[src/rtl/abs_diff_eval_pkg.sv]
// Shared types and width helpers for the abs_diff error-evaluation slice.
package abs_diff_eval_pkg;

    typedef enum logic [1:0] {
        ST_IDLE  = 2'd0,
        ST_DRIVE = 2'd1,
        ST_CMP   = 2'd2,
        ST_DONE  = 2'd3
    } sweep_state_e;

    localparam int DEF_OP_W = 2;

    function automatic int vec_w(input int op_w);
        return 2 * op_w;
    endfunction

    // One extra bit so a sweep where every vector fails still fits.
    function automatic int cnt_w(input int op_w);
        return 2 * op_w + 1;
    endfunction

    function automatic int sum_w(input int op_w);
        return 3 * op_w;
    endfunction

    localparam int VEC_W = vec_w(DEF_OP_W);
    localparam int CNT_W = cnt_w(DEF_OP_W);
    localparam int SUM_W = sum_w(DEF_OP_W);

endpackage

[src/rtl/abs_diff_exact.sv]
// Combinational golden absolute-difference model: po = |a - b| with pi = {b, a}.
module abs_diff_exact #(
    parameter int OP_W = 2
) (
    input  logic [2*OP_W-1:0] pi,
    output logic [OP_W-1:0]   po
);

    logic [OP_W-1:0] a;
    logic [OP_W-1:0] b;

    assign a  = pi[OP_W-1:0];
    assign b  = pi[2*OP_W-1:OP_W];
    assign po = (a >= b) ? (a - b) : (b - a);

endmodule

[src/rtl/abs_diff_err_sweep.sv]
// Exhaustive sweep controller: drives every vector into an approximate abs_diff
// netlist, compares against the exact model and accumulates error statistics.
module abs_diff_err_sweep
    import abs_diff_eval_pkg::*;
#(
    parameter int OP_W   = 2,
    parameter int SETTLE = 1
) (
    input  logic                      clk,
    input  logic                      rst_n,
    input  logic                      start,
    output logic                      busy,
    output logic                      done,
    output logic [vec_w(OP_W)-1:0]    approx_pi,
    input  logic [OP_W-1:0]           approx_po,
    output logic [cnt_w(OP_W)-1:0]    err_cnt,
    output logic [OP_W-1:0]           max_err,
    output logic [sum_w(OP_W)-1:0]    sum_err,
    output logic [vec_w(OP_W)-1:0]    first_fail,
    output logic                      first_fail_vld
);

    localparam int L_VEC_W = vec_w(OP_W);
    localparam int L_CNT_W = cnt_w(OP_W);
    localparam int L_SUM_W = sum_w(OP_W);
    localparam int SCNT_W  = (SETTLE > 1) ? $clog2(SETTLE) : 1;

    localparam logic [SCNT_W-1:0]  SETTLE_LAST = SCNT_W'(SETTLE - 1);
    localparam logic [L_VEC_W-1:0] VEC_LAST    = '1;

    generate
        if (SETTLE < 1) begin : g_settle_chk
            $error("abs_diff_err_sweep: SETTLE must be >= 1");
        end
    endgenerate

    sweep_state_e         state_q, state_d;
    logic [L_VEC_W-1:0]   vec_q, vec_d;
    logic [SCNT_W-1:0]    scnt_q, scnt_d;
    logic [L_CNT_W-1:0]   err_cnt_q, err_cnt_d;
    logic [OP_W-1:0]      max_err_q, max_err_d;
    logic [L_SUM_W-1:0]   sum_err_q, sum_err_d;
    logic [L_VEC_W-1:0]   first_fail_q, first_fail_d;
    logic                 first_fail_vld_q, first_fail_vld_d;

    logic [OP_W-1:0]      exact_po;
    logic [OP_W-1:0]      err_dist;

    abs_diff_exact #(
        .OP_W (OP_W)
    ) u_exact (
        .pi (vec_q),
        .po (exact_po)
    );

    assign err_dist = (exact_po >= approx_po) ? (exact_po - approx_po)
                                              : (approx_po - exact_po);

    always_comb begin
        state_d          = state_q;
        vec_d            = vec_q;
        scnt_d           = scnt_q;
        err_cnt_d        = err_cnt_q;
        max_err_d        = max_err_q;
        sum_err_d        = sum_err_q;
        first_fail_d     = first_fail_q;
        first_fail_vld_d = first_fail_vld_q;

        case (state_q)
            ST_IDLE: begin
                if (start) begin
                    state_d          = ST_DRIVE;
                    vec_d            = '0;
                    scnt_d           = '0;
                    err_cnt_d        = '0;
                    max_err_d        = '0;
                    sum_err_d        = '0;
                    first_fail_d     = '0;
                    first_fail_vld_d = 1'b0;
                end
            end
            ST_DRIVE: begin
                // Hold the vector SETTLE cycles so the netlist output is stable at CMP.
                if (scnt_q == SETTLE_LAST) begin
                    scnt_d  = '0;
                    state_d = ST_CMP;
                end else begin
                    scnt_d = scnt_q + SCNT_W'(1);
                end
            end
            ST_CMP: begin
                if (err_dist != '0) begin
                    err_cnt_d = err_cnt_q + L_CNT_W'(1);
                    if (!first_fail_vld_q) begin
                        first_fail_d     = vec_q;
                        first_fail_vld_d = 1'b1;
                    end
                end
                if (err_dist > max_err_q) begin
                    max_err_d = err_dist;
                end
                sum_err_d = sum_err_q + L_SUM_W'(err_dist);
                // Natural wrap leaves approx_pi at zero once the sweep ends.
                vec_d   = vec_q + L_VEC_W'(1);
                state_d = (vec_q == VEC_LAST) ? ST_DONE : ST_DRIVE;
            end
            ST_DONE: begin
                state_d = ST_IDLE;
            end
            default: begin
                state_d = ST_IDLE;
            end
        endcase
    end

    always_ff @(posedge clk or negedge rst_n) begin
        if (!rst_n) begin
            state_q          <= ST_IDLE;
            vec_q            <= '0;
            scnt_q           <= '0;
            err_cnt_q        <= '0;
            max_err_q        <= '0;
            sum_err_q        <= '0;
            first_fail_q     <= '0;
            first_fail_vld_q <= 1'b0;
        end else begin
            state_q          <= state_d;
            vec_q            <= vec_d;
            scnt_q           <= scnt_d;
            err_cnt_q        <= err_cnt_d;
            max_err_q        <= max_err_d;
            sum_err_q        <= sum_err_d;
            first_fail_q     <= first_fail_d;
            first_fail_vld_q <= first_fail_vld_d;
        end
    end

    assign busy           = (state_q == ST_DRIVE) || (state_q == ST_CMP);
    assign done           = (state_q == ST_DONE);
    assign approx_pi      = vec_q;
    assign err_cnt        = err_cnt_q;
    assign max_err        = max_err_q;
    assign sum_err        = sum_err_q;
    assign first_fail     = first_fail_q;
    assign first_fail_vld = first_fail_vld_q;

endmodule

[config.mk]
export PLATFORM = sky130hd
export DESIGN_NAME = abs_diff_err_sweep
export DESIGN_NICKNAME = d
export VERILOG_FILES = /design/src/rtl/abs_diff_eval_pkg.sv /design/src/rtl/abs_diff_exact.sv /design/src/rtl/abs_diff_err_sweep.sv
export SDC_FILE = /design/constraint.sdc
export NUM_CORES = 1
export LEC_CHECK = 0
export CAP_MARGIN = 40
export CORE_MARGIN = 1
export CORE_UTILIZATION = 52
export DETAILED_ROUTE_END_ITERATION = 7
export HOLD_SLACK_MARGIN = 0.1
export PLACE_DENSITY_LB_ADDON = 0.08
export SETUP_SLACK_MARGIN = 0.3
export SLEW_MARGIN = 20
export SYNTH_ARGS = -nofsm -noshare
export SYNTH_HDL_FRONTEND = slang
export SYNTH_HIERARCHICAL = 1
export SYNTH_SLANG_ARGS = --single-unit
[constraint.sdc]
create_clock -name clk -period 4.7 [get_ports clk]
set_input_delay 1.41 -clock clk [delete_from_list [all_inputs] [get_ports clk]]
set_output_delay 1.41 -clock clk [all_outputs]
set_load 0.01 [all_outputs]
==> results.md, run 1 <==
* Synth top area share at 0.391
* Worst Hold Class: register to register
* Core area at 0.00278 mm^2
* Met3 Use GR at 0.0507
* Mapped Cells at about 150
* Iteration-0 DRC Markers at 40
* DP Wirelength at about 2.3 mm
* Area leader, netlist: dfrtp_1
* H-tree Lvls at 1
* #FFs+latches synth at 24
* Die Y at 56.4 um
* Clk root buf: clkbuf_4
* Crit path time final at 4.00 ns
* WL per Instance at 14.2 um
* Clock Sinks at 24
* Die ar. at 0.00318 mm^2
* Hold_buf cts at 0
* Worst VDD drop at 573 uV
* Top-count cell post-synth: dfrtp_1
* Vias per inst at 5.77
* Initial antenna violation count at 0
* GRT Max-Usage Layer: met2
* Num CTS Buffers at 3
* Cell area after synthesis at 0.00154 mm^2
* Synth cell count leaders: 24 x dfrtp_1, 19 x inv_1, 16 x ha_1
* Crit path capture type: register
* Core Rows at 19
* Total GRT Usage at 0.219
* Final number of setup-violating endpoints at 0
* Maximum fanout along the worst path at 8
* Area grow syn2layout at 25.6%
* Ranking of synthesized cells by area: dfrtp_1 39%, ha_1 13%, inv_1 4.6%, a22o_1 4.0%, fa_1 3.9%
* Avg Inst Size Synth at 10.1 um^2
* Most frequent cell on the critical path: inv_1
* Final Instance Area at 0.00193 mm^2
* Slew margin rel. at 0.566
* Share of cells above drive strength 1 at 0.0707
* Antenna cell count at 0
* Boundary Pins at 29
* Congestion Overflow GR at 0
* Routing usage on met2 at 0.384
* # resized after CTS at 0
* CTS tree: built
* Static leakage at 0.859 nW
* Cells along the critical path: ha_1, inv_1, fa_1, and3b_1, nor4_2, inv_1, fa_1, and4bb_1, a221o_1, inv_1, ha_1, nor2b_1, o21ai_2, mux2i_1, o21ai_1
* Pins Over Slew Limit at 0
* Final wirelength at 3.04 mm
* Sequential area share after synthesis at 0.391
* Die width at 56.4 um
* CTS Buffer Depth at 2
* WP data arrival at 4.23 ns
* Syn_nets at 177
* WHS at about 0.5 ns
* GPL Wtd Cong at 0.784
* Crit Path Class: register to register
* Max incr delay on CP at 0.53 ns
* Maxcap violations at 0
* Remaining DRCs at 0
* Clock-pin slew on the worst setup and hold paths at 0.14 ns
* Status: finished clean
* Synth Flop Type: dfrtp_1
* First-pass DRT Iterations at 4
* Unrepaired setup endpoints after global routing: false
* Via count at 1241
* Nets at ~210
* Max Freq at around 250 MHz
* Fin crit share at 0.851
* First-pass GRT wire length at 5.51 mm
* Ys Warns at 6
* M1 GR Usage at 0.274
* Total negative slack at 0 ns
* Starting density of the core at 0.553
* Critical Path Source Type: register
* Setup Fix Bufs, Post-CTS at 0
* Number of synthesized flops with an enable pin at 0
* Slew @ Worst Pin at 0.639 ns
* Slowest CP cell: dfrtp_1
* Distinct cells, synth at 39
* Worst-Skew Late Latency at 0.33 ns
* Largest net degree at the start of global routing at 16
* Fin. Hold Viols at 0
* Buffers on Ports at 28
* Post-route ant nets at 0
* Vias in the first global route at 1222
* Skew final at 0.00431 ns
* Placed Area at between 0.0015 and 0.002 mm^2
* Pwr dens at 733 mW/mm^2
* Req. time, crit path at 4.92 ns
* Async SR Flop Fraction at 1.00
[sequential cells by signal, summed over array words and instances, names as in the netlist]
signal,count
state_q,2
sum_err,6
err_cnt,5
first_fail,4
max_err,2
approx_pi,4
first_fail_vld,1
[logic make-up after synthesis]
group / after synthesis / share of synthesized area
buffers and inverters: 22 / 0.0553
multiplexers: 4 / 0.0293
AO/OA/AOI/OAI: 36 / 0.167
adder cells (fa/ha/maj): 19 / 0.169
flip-flops: 24 / 0.391
AND/OR/NAND/NOR: 44 / 0.166
XOR/XNOR: 4 / 0.0228
[layer usage]
metal	share of wire	up-vias
li1	-	605
met4	0.011	0
met2	0.49	35
met3	0.050	7
met5	0	-
met1	0.45	594
[final timing paths]
| kind | cells after the start | from | slack, ns | end |
|---|---|---|---|---|
| setup / recovery | 15 | approx_pi[2] | 0.70 | max_err[0] |
| hold / removal | 1 | first_fail[0] | 0.51 | first_fail[0] |
| setup reg to reg | 15 | approx_pi[2] | 0.70 | max_err[0] |
| hold reg to reg | 1 | first_fail[0] | 0.51 | first_fail[0] |
| max in group asynchronous | 2 | rst_n | 2.83 | sum_err[2] |
| min in group asynchronous | 1 | rst_n | 1.40 | approx_pi[1] |
[metrics by stage]
step,power (W),util,setup slack (ns),cells
final,0.00142,0.695,0.698,215
after global routing,0.00155,0.695,0.370,215
after CTS,0.00140,0.691,0.528,215
after detailed placement,0.00124,0.672,0.490,211
after global placement,0.00119,0.663,0.583,209
after floorplan,0.000958,-,0.914,153
[layout by cell type, fill, tap and decap left out, types with 2 or more instances in the layout]
cell and n:
nor2_1 5, clkdlybuf4s50_1 28, nor3b_1 2, nand3_1 6
a21o_1 3, nor3_1 4, mux2i_1 2, inv_1 19
a32o_1 2, o21ai_1 7, o21ai_0 2, fa_1 3
a22o_1 7, a31oi_1 2, a21oi_1 6, xnor2_1 4
dfrtp_1 24, nor4b_1 2, nand2_1 11, nand2b_1 2
ha_1 16, nor2b_1 2, clkbuf_4 3, o211ai_1 2
a221o_1 2
[layout make-up]
type | instances | area, um^2
clock buffers | 3 | 22.5
clock inverters | 1 | 30.0
fillers | 241 | 850
inverters | 19 | 71.3
multi-input cells | 107 | 862
flip-flops and latches | 24 | 601
well taps | 31 | 38.8
repair buffers | 30 | 307
[power breakdown]
group	switching, W	internal [W]
sequential	0.0000756	0.000271
combinational	0.000487	0.000430
clock	0.0000663	0.0000863
total	0.000629	0.000787
[critical path, delay by kind of cell, from the launching register on]
family          cells  cell delay (ns)
fa+ha+maj           4             1.38
simple gates        4             0.90
compound gates      3             0.59
flops               1             0.53
buf+inv             3             0.25
mux                 1             0.24
Power figures use the tool's default switching activity.
==> inputs of run 2 (changes only) <==
Settings changed: CAP_MARGIN 40 to 20, CORE_UTILIZATION 52 to 47.
Clock period 4.7 ns to 3.6 ns, I/O delays scaled along.
==> results.md, run 2 (synthesis gave the netlist of run 1 again) <==
* Fin crit share at 1.04 (was 0.851)
* Die width at 59.2 um (was 56.4 um)
* GRT Max-Usage Layer: met2 (unchanged)
* Maxcap violations at 0 (unchanged)
* Total negative slack at -0.471 ns (was 0 ns)
* HP Start: first_fail[1] (was first_fail[0])
* Share of cells above drive strength 1 at 0.240 (was 0.0707)
* Initial antenna violation count at 0 (unchanged)
* Fin. Hold Viols at 0 (unchanged)
* Slowest CP cell: fa_2 (was dfrtp_1)
* Nets at 225 (was 209)
* Vias per inst at 5.50 (was 5.77)
* H-tree Lvls at 1 (unchanged)
* Core area at 0.00308 mm^2 (was 0.00278 mm^2)
* Crit Path Class: register to register (unchanged)
* Pwr dens at 1110 mW/mm^2 (was 733 mW/mm^2)
* Reg-to-reg startpoint: approx_pi[0] (was approx_pi[2])
* Iteration-0 DRC Markers at 47 (was 40)
* CP top delay family: adder cells (unchanged)
* Worst Setup SP: approx_pi[0] (was approx_pi[2])
* Crit path capture type: register (unchanged)
* Maximum fanout along the worst path at 3 (was 8)
* Pins Over Slew Limit at 0 (unchanged)
* Max reg flops at 6 (unchanged)
* Final wirelength at 3.61 mm (was 3.04 mm)
* Via count at 1342 (was 1241)
* Leading cell types in the layout, fill and taps excluded: 28 x clkdlybuf4s50_1, 22 x dfrtp_1, 17 x buf_4 (was 28 x clkdlybuf4s50_1, 24 x dfrtp_1, 19 x inv_1)
* Status: complete, but fails checks (was finished clean)
* Req. time, crit path at 3.82 ns (was 4.92 ns)
* Post-route ant nets at 0 (unchanged)
* CTS tree: built (unchanged)
* WP buf/inv at 5 (was 3)
* Worst VDD drop at 826 uV (was 573 uV)
* Clock Sinks at 24 (unchanged)
* Remaining DRCs at 0 (unchanged)
* Slew margin rel. at 0.598 (was 0.566)
* Num CTS Buffers at 3 (unchanged)
* FF+latch area at 603 um^2 (was 601 um^2)
* Buffers on Ports at 28 (unchanged)
* Vias in the first global route at 1243 (was 1222)
* Cells along the critical path: inv_2, ha_4, inv_2, fa_1, and3b_2, nor4_4, inv_1, fa_2, a221o_1, inv_2, buf_6, ha_4, a21oi_2, nor4b_2, xnor2_1, nor2_1 (was ha_1, inv_1, fa_1, and3b_1, nor4_2, inv_1, fa_1, and4bb_1, a221o_1, inv_1, ha_1, nor2b_1, o21ai_2, mux2i_1, o21ai_1)
* Crit path time final at 3.73 ns (was 4.00 ns)
* First-pass DRT Iterations at 4 (unchanged)
* Core Rows at 20 (was 19)
* DP Wirelength at 2.55 mm (was 2.28 mm)
* Max Freq at 268 MHz (was 250 MHz)
* Routing usage on met2 at 0.372 (was 0.384)
* Die Y at 59.2 um (was 56.4 um)
* Total GRT Usage at 0.220 (was 0.219)
* Clock-pin slew on the worst setup and hold paths at 0.14 ns (about the same)
* First-pass GRT wire length at 5.75 mm (was 5.51 mm)
* Final number of setup-violating endpoints at 6 (was 0)
* M1 GR Usage at 0.287 (was 0.274)
* Met3 Use GR at 0.0284 (was 0.0507)
* Static leakage at 0.949 nW (was 0.859 nW)
* Starting density of the core at 0.500 (was 0.553)
* Critical Path Source Type: register (unchanged)
* Final Power at 0.00242 W (was 0.00142 W)
* Congestion Overflow GR at 0 (unchanged)
* Largest net degree at the start of global routing at 16 (unchanged)
* WL per Instance at 14.8 um (was 14.2 um)
* # fillers at 238 (was 241)
* GPL Wtd Cong at 0.738 (was 0.784)
* Boundary Pins at 29 (unchanged)
* CTS Buffer Depth at 2 (unchanged)
* Unrepaired setup endpoints after global routing: true (was false)
* Area of the multi-input gates at 975 um^2 (was 862 um^2)
* Most frequent standard cell in the layout excluding fill and tap cells: clkdlybuf4s50_1 (unchanged)
* Slew @ Worst Pin at 0.601 ns (was 0.639 ns)
* Area grow syn2layout at 41.5% (was 25.6%)
* Antenna cell count at 0 (unchanged)
* Die ar. at 0.00350 mm^2 (was 0.00318 mm^2)
* Clk root buf: clkbuf_4 (unchanged)
* Worst setup margin at -0.129 ns (was 0.698 ns)
* WP data arrival at 3.95 ns (was 4.23 ns)
* Most frequent cell on the critical path: inv_2 (was inv_1)
* Hold_buf cts at 0 (unchanged)
* Max incr delay on CP at 0.55 ns (was 0.53 ns)
* Skew final at 0.00476 ns (was 0.00431 ns)
* Place WS at -0.202 ns (was 0.490 ns)
* Worst-Skew Late Latency at 0.32 ns (was 0.33 ns)
* Failing checks: setup timing
* Worst Hold Class: register to register (unchanged)
-- run 2: cell types whose count changed in the layout (fill, tap and decap cells not counted), sizes merged --
cell,previous run,this run
buf,2,18
-- run 2: cell type report --
type	count	area share
clock buffers	3	0.0104
clock inverters	1	0.0138
inverters	19	0.0328
multi-input cells	107	0.448
flip-flops and latches	24	0.277
well taps	44	0.0253
repair buffers	46	0.193
-- run 2: stage by stage --
| stage | hold slack (ns) | area [um^2] | utilization | cells |
|---|---|---|---|---|
| 2_1_floorplan | 0.500 | 1570 | - | 153 |
| 3_3_place_gp | 0.482 | 1980 | 0.642 | 233 |
| 3_5_place_dp | 0.484 | 1980 | 0.642 | 233 |
| 4_1_cts | 0.521 | 2120 | 0.690 | 241 |
| 6_report | 0.514 | 2180 | 0.707 | 244 |
| 5_1_grt | 0.551 | 2180 | 0.707 | 244 |
-- run 2: final timing paths --
| path | to | slack (ns) | depth (start not counted) |
|---|---|---|---|
| max | sum_err[5] | -0.13 | 16 |
| min | first_fail[1] | 0.51 | 1 |
| max reg2reg | sum_err[5] | -0.13 | 16 |
| min reg2reg | first_fail[1] | 0.51 | 1 |
| max in group asynchronous | approx_pi[0] | 1.85 | 2 |
| min in group asynchronous | approx_pi[1] | 1.12 | 1 |
-- run 2: per-layer routing --
metal,up-vias,wire length [um]
met5,-,0
met4,0,59
met3,8,146
met2,41,1880
met1,655,1520
li1,638,-
-- run 2: repair_timing --
item	in CTS	in global routing
buffers inserted	4	3
resized for setup	12	6
endpoints found under the hold margin	0	0
pin swaps	11	12
setup endpoints to repair	12	16
cloned	0	0
-- run 2: power by group --
part / internal [W] / switching [W]
combinational: 0.000919 / 0.000855
sequential: 0.000356 / 0.0000873
clock: 0.000113 / 0.0000853
total: 0.00139 / 0.00103
-- run 2: worst register-to-register path, delay by kind of cell (launching register included) --
family / cells / cell delay, ns
compound gates: 2 / 0.28
xor+xnor: 1 / 0.15
fa+ha+maj: 4 / 1.43
buf+inv: 5 / 0.41
flops: 1 / 0.44
simple gates: 4 / 0.91
==> inputs of run 3 (changes only) <==
Settings changed: RECOVER_POWER set to 50.
==> results.md, run 3 (synthesis gave the netlist of run 1 again) <==
* Vias in the first global route at 1243 (unchanged)
* Starting density of the core at 0.500 (unchanged)
* Iteration-0 DRC Markers at 48 (was 47)
* Place WS at -0.202 ns (unchanged)
* Post-route ant nets at 0 (unchanged)
* Max incr delay on CP at 0.55 ns (about the same)
* Maxcap violations at 0 (unchanged)
* FF+latch area at 603 um^2 (unchanged)
* Slew margin rel. at 0.491 (was 0.598)
* Pins Over Slew Limit at 0 (unchanged)
* Maximum fanout along the worst path at 3 (unchanged)
* Num CTS Buffers at 3 (unchanged)
* Clock Sinks at 24 (unchanged)
* Leading cell types in the layout, fill and taps excluded: 23 x clkdlybuf4s50_1, 22 x dfrtp_1, 16 x inv_1, 16 x buf_4, 13 x ha_1 (was 28 x clkdlybuf4s50_1, 22 x dfrtp_1, 17 x buf_4)
* Fin crit share at 1.04 (about the same)
* Clk root buf: clkbuf_4 (unchanged)
* Worst Hold Class: register to register (unchanged)
* Boundary Pins at 29 (unchanged)
* Die Y at 59.2 um (unchanged)
* First-pass GRT wire length at 5.75 mm (unchanged)
* Vias per inst at 5.53 (was 5.50)
* # fillers at 238 (unchanged)
* CTS tree: built (unchanged)
* Final Power at 0.00241 W (was 0.00242 W)
* Clock-pin slew on the worst setup and hold paths at 0.14 ns (about the same)
* Via count at 1349 (was 1342)
* Antenna cell count at 0 (unchanged)
* WL per Instance at 14.8 um (about the same)
* Final wirelength at 3.62 mm (was 3.61 mm)
* Pwr dens at 1110 mW/mm^2 (about the same)
* H-tree Lvls at 1 (unchanged)
* Area of the multi-input gates at 975 um^2 (unchanged)
* Cells along the critical path: inv_2, ha_4, inv_2, fa_1, and3b_2, nor4_4, inv_1, fa_2, a221o_1, inv_2, buf_6, ha_4, a21oi_2, nor4b_2, xnor2_1, nor2_1 (unchanged)
* DP Wirelength at 2.55 mm (unchanged)
* CTS Buffer Depth at 2 (unchanged)
* Remaining DRCs at 0 (unchanged)
* Max Freq at 268 MHz (about the same)
* Fin. Hold Viols at 0 (unchanged)
* Static leakage at 0.956 nW (was 0.949 nW)
* Worst VDD drop at 826 uV (about the same)
* Die ar. at 0.00350 mm^2 (unchanged)
* Most frequent standard cell in the layout excluding fill and tap cells: clkdlybuf4s50_1 (unchanged)
* Worst r2r path cells at 16 (unchanged)
* Max reg flops at 6 (unchanged)
* Core Rows at 20 (unchanged)
* Failing checks: setup timing (unchanged)
* Share of cells above drive strength 1 at 0.235 (was 0.240)
* WP data arrival at 3.95 ns (about the same)
* WHS at 0.508 ns (was 0.514 ns)
* Hold_buf cts at 0 (unchanged)
* Total GRT Usage at 0.220 (unchanged)
* Worst setup margin at -0.129 ns (about the same)
* Nets at 225 (unchanged)
* Most frequent cell on the critical path: inv_2 (unchanged)
* Initial antenna violation count at 0 (unchanged)
* Slew @ Worst Pin at 0.763 ns (was 0.601 ns)
* Req. time, crit path at 3.82 ns (about the same)
* Largest net degree at the start of global routing at 16 (unchanged)
* Crit path time final at 3.73 ns (about the same)
* Die width at 59.2 um (unchanged)
* Crit path capture type: register (unchanged)
* GPL Wtd Cong at 0.738 (unchanged)
* Area grow syn2layout at 41.3% (was 41.5%)
* Unrepaired setup endpoints after global routing: true (unchanged)
* Crit Path Class: register to register (unchanged)
* First-pass DRT Iterations at 4 (unchanged)
* Worst-Skew Late Latency at 0.32 ns (about the same)
* Final number of setup-violating endpoints at 6 (unchanged)
* Total negative slack at -0.471 ns (about the same)
* Critical Path Source Type: register (unchanged)
* Core area at 0.00308 mm^2 (unchanged)
* Skew final at 0.00488 ns (was 0.00476 ns)
* Slowest CP cell: fa_2 (unchanged)
* Buffers on Ports at 28 (unchanged)
* Min-Delay Path Depth at 1 (unchanged)
* Congestion Overflow GR at 0 (unchanged)
* Status: complete, but fails checks (unchanged)
-- run 3: final timing paths --
path	from	slack (ns)	to
hold / removal	first_fail[1]	0.51	first_fail[1]
setup reg to reg	approx_pi[0]	-0.13	sum_err[5]
min in group asynchronous	rst_n	1.18	approx_pi[1]
setup / recovery	approx_pi[0]	-0.13	sum_err[5]
hold reg to reg	first_fail[1]	0.51	first_fail[1]
max in group asynchronous	rst_n	1.30	approx_pi[0]
-- run 3: what timing repair did --
| action | CTS | global route |
|---|---|---|
| pin swaps | 11 | 12 |
| setup endpoints to repair | 12 | 16 |
| resized for setup | 12 | 6 |
| setup buffers | 4 | 3 |
-- run 3: area by class of cell --
| class | instances | area share |
|---|---|---|
| Sequential cell | 24 | 0.278 |
| Timing Repair Buffer | 46 | 0.191 |
| Clock buffer | 3 | 0.0104 |
| Multi-Input combinational cell | 107 | 0.449 |
| Tap cell | 44 | 0.0253 |
| Clock inverter | 1 | 0.0138 |
| Inverter | 19 | 0.0328 |
-- run 3: through the flow --
step | area, um^2 | std cells | utilization
after floorplan | 1570 | 153 | -
after detailed placement | 1980 | 233 | 0.642
after global placement | 1980 | 233 | 0.642
final | 2170 | 244 | 0.706
after CTS | 2120 | 241 | 0.690
after global routing | 2170 | 244 | 0.706
-- run 3: report_power, final --
part | switching (W) | internal (W)
combinational | 0.000855 | 0.000916
sequential | 0.0000872 | 0.000356
clock | 0.0000852 | 0.000113
total | 0.00103 | 0.00138
-- run 3: worst max-delay path, delay by kind of cell (launching register included) --
| kind | cells | cell delay [ns] |
|---|---|---|
| flops | 1 | 0.44 |
| buf+inv | 5 | 0.40 |
| fa+ha+maj | 4 | 1.43 |
| xor+xnor | 1 | 0.15 |
| compound gates | 2 | 0.28 |
| simple gates | 4 | 0.91 |
-- run 3: routing by layer --
| metal | track usage | part of all wire |
|---|---|---|
| met5 | 0 | 0 |
| met2 | 0.372 | 0.52 |
| met3 | 0.0284 | 0.046 |
| met1 | 0.287 | 0.42 |
| met4 | 0.0816 | 0.016 |
==> RTL change 1 (config.mk and constraints of run 2) <==
`OP_W` is set to 2 in 2 places; all go to 3.
--- a/src/rtl/abs_diff_exact.sv
+++ b/src/rtl/abs_diff_exact.sv
@@ -1,6 +1,6 @@
 // Combinational golden absolute-difference model: po = |a - b| with pi = {b, a}.
 module abs_diff_exact #(
-    parameter int OP_W = 2
+    parameter int OP_W = 3
 ) (
     input  logic [2*OP_W-1:0] pi,
     output logic [OP_W-1:0]   po
--- a/src/rtl/abs_diff_err_sweep.sv
+++ b/src/rtl/abs_diff_err_sweep.sv
@@ -3,7 +3,7 @@
 module abs_diff_err_sweep
     import abs_diff_eval_pkg::*;
 #(
-    parameter int OP_W   = 2,
+    parameter int OP_W   = 3,
     parameter int SETTLE = 1
 ) (
     input  logic                      clk,
Ports: changed (6 resized); port bits go from 29 to 40. No check against the original RTL was run, so the function may have changed too.
==> RTL change 1 against run 2 <==
Sequential cell count grew 10. Total power increased by 27%. Die area up 47%. Area after synthesis grew 48%. Final area up 51%. Routed wire length increased by 58%. Setup slack gained 270 ps. Count of clock-buffer cells in the layout up 4.
==> RTL change 1: results (changes against run 2) <==
----------------------------------------------------
[Logic synthesis]
  Sequential element share of the synthesized area ... 37.3% (-1.8 points)
  Multiplexer area fraction after synthesis ... 3.78% (+0.85 points)
  Most numerous cell types in the synthesized netlist ... 34 x sky130_fd_sc_hd__dfrtp_1, 29 x sky130_fd_sc_hd__inv_1, 22 x sky130_fd_sc_hd__ha_1, 20 x sky130_fd_sc_hd__nand2_1, 17 x sky130_fd_sc_hd__nor2_1
  Adder-cell share of the synthesized area ... 16.4% (-0.48 points)
  Synth Area per Inst ... 9.79 um2 (-2.5%)
  Post-Syn Nets ... 266 (+50%)
  Ranking of synthesized cells by area ... sky130_fd_sc_hd__dfrtp_1 37%, sky130_fd_sc_hd__ha_1 12%, sky130_fd_sc_hd__inv_1 4.8%, sky130_fd_sc_hd__fa_1 4.4%, sky130_fd_sc_hd__nand2_1 3.3%
  Yosys cell types ... 48 (+23%)

[Critical path]
  Max stage delay on crit path ... 440 ps (-110 ps)
  Maximum net fanout on the critical path ... 4 (+1)
  Crit path launch ... approx_pi[3]$_DFFE_PN0P_
  Worst EP arrival ... 3590 ps (-360 ps)
  Slowest cell on the critical path ... sky130_fd_sc_hd__dfrtp_2

[Route]
  Met2 routed wirelength ... 2880 um (+53%)
  Avg WL per Cell ... 15.6 um (+5.5%)
  Initial DRC count ... 91 (+94%)
  Wl on met1 ... 2590 um (+70%)
  Routed length on met3 ... 205 um (+40%)
  Number of remaining DRC errors ... 0 (unchanged)
  Detailed-route via count ... 1991 (+48%)

[CTS]
  Deepest level of the CTS H-tree ... 2 (+1)
  Clock root buffer ... sky130_fd_sc_hd__clkbuf_8
  CTS Buf Count ... 5 (+2)
  Clock transition at the register clock pins on the worst setup and hold paths after CTS ... 70 ps (-70 ps)

[Final layout]
  Number of fill cells ... 355 (+49%)
  Proportion of layout cells with a drive suffix above 1 ... 28.3% (+4.3 points)
  Flip-flop count of the largest register after layout ... 9 (+3)
  Final Net Count ... 346 (+54%)

[Placed design]
  Final HPWL from detailed placement ... 3830 um (+50%)
  Number of instances in the placed design ... 342 (+47%)
  GPL Wtd Cong ... 0.797 (+8.1%)
  Count of input and output buffers ... 39 (+39%)

[Pwr]
  Standby leakage power ... 1.43 nW (+51%)
  Maximum VDD drop ... 0.605 mV (-27%)
  Power per cell area ... 934 nW/um2 (-16%)

[Global routing]
  Total routing resource utilization after global routing ... 22.1% (+0.093 points)
  Fraction of met2 tracks used by global routing ... 36.8% (-0.45 points)
  Vias in the first global route ... 1869 (+50%)
  Met1 usage in global routing ... 29.7% (+1.0 points)

[Timing]
  Achievable frequency ... 289 MHz (+7.8%)

[Run status]
  Outcome ... completed

----------------------------------------------------
## RTL change 1: cell count changes in the layout (fill, tap and decap cells not counted), moves of 4 or more
cell / delta
sky130_fd_sc_hd__a22o_1: -4
sky130_fd_sc_hd__buf_4: +16
sky130_fd_sc_hd__clkbuf_8: +6
sky130_fd_sc_hd__clkdlybuf4s50_1: +10
sky130_fd_sc_hd__dfrtp_1: +9
sky130_fd_sc_hd__inv_1: +8
sky130_fd_sc_hd__nand2_1: +10
sky130_fd_sc_hd__nand3_1: +4
sky130_fd_sc_hd__nor2_1: +13
sky130_fd_sc_hd__o21ai_0: +5
sky130_fd_sc_hd__xor2_1: +7
## RTL change 1: timing repair
| item | CTS | global route |
|---|---|---|
| pin swaps | 8 | 20 |
| setup buffers | 6 | 9 |
| gates resized for setup | 8 | 20 |
| gates cloned | 0 | 1 |
| endpoints found under the setup margin | 9 | 23 |
## RTL change 1: area by class of cell
| class | count | area share (%) |
|---|---|---|
| Tap cell | 52 | 1.98 |
| Clock inverter | 1 | 0.152 |
| Multi-Input combinational cell | 168 | 45.5 |
| Sequential cell | 34 | 26.0 |
| Timing Repair Buffer | 75 | 20.4 |
| Clock buffer | 7 | 2.63 |
| Inverter | 29 | 3.32 |
## RTL change 1: path summary, 6_finish.rpt
check	cells after the start	end	slack (ps)
setup / recovery	17	sum_err[7]$_DFFE_PN0P_	140
hold / removal	1	first_fail[1]$_DFFE_PN0P_	500
setup reg to reg	17	sum_err[7]$_DFFE_PN0P_	140
hold reg to reg	1	first_fail[1]$_DFFE_PN0P_	500
max in group asynchronous	2	approx_pi[3]$_DFFE_PN0P_	2070
min in group asynchronous	2	sum_err[6]$_DFFE_PN0P_	1190
## RTL change 1: report_power, final
group / internal, mW / switching, mW
logic: 1.14 / 1.07
registers: 0.471 / 0.0957
clock network: 0.154 / 0.136
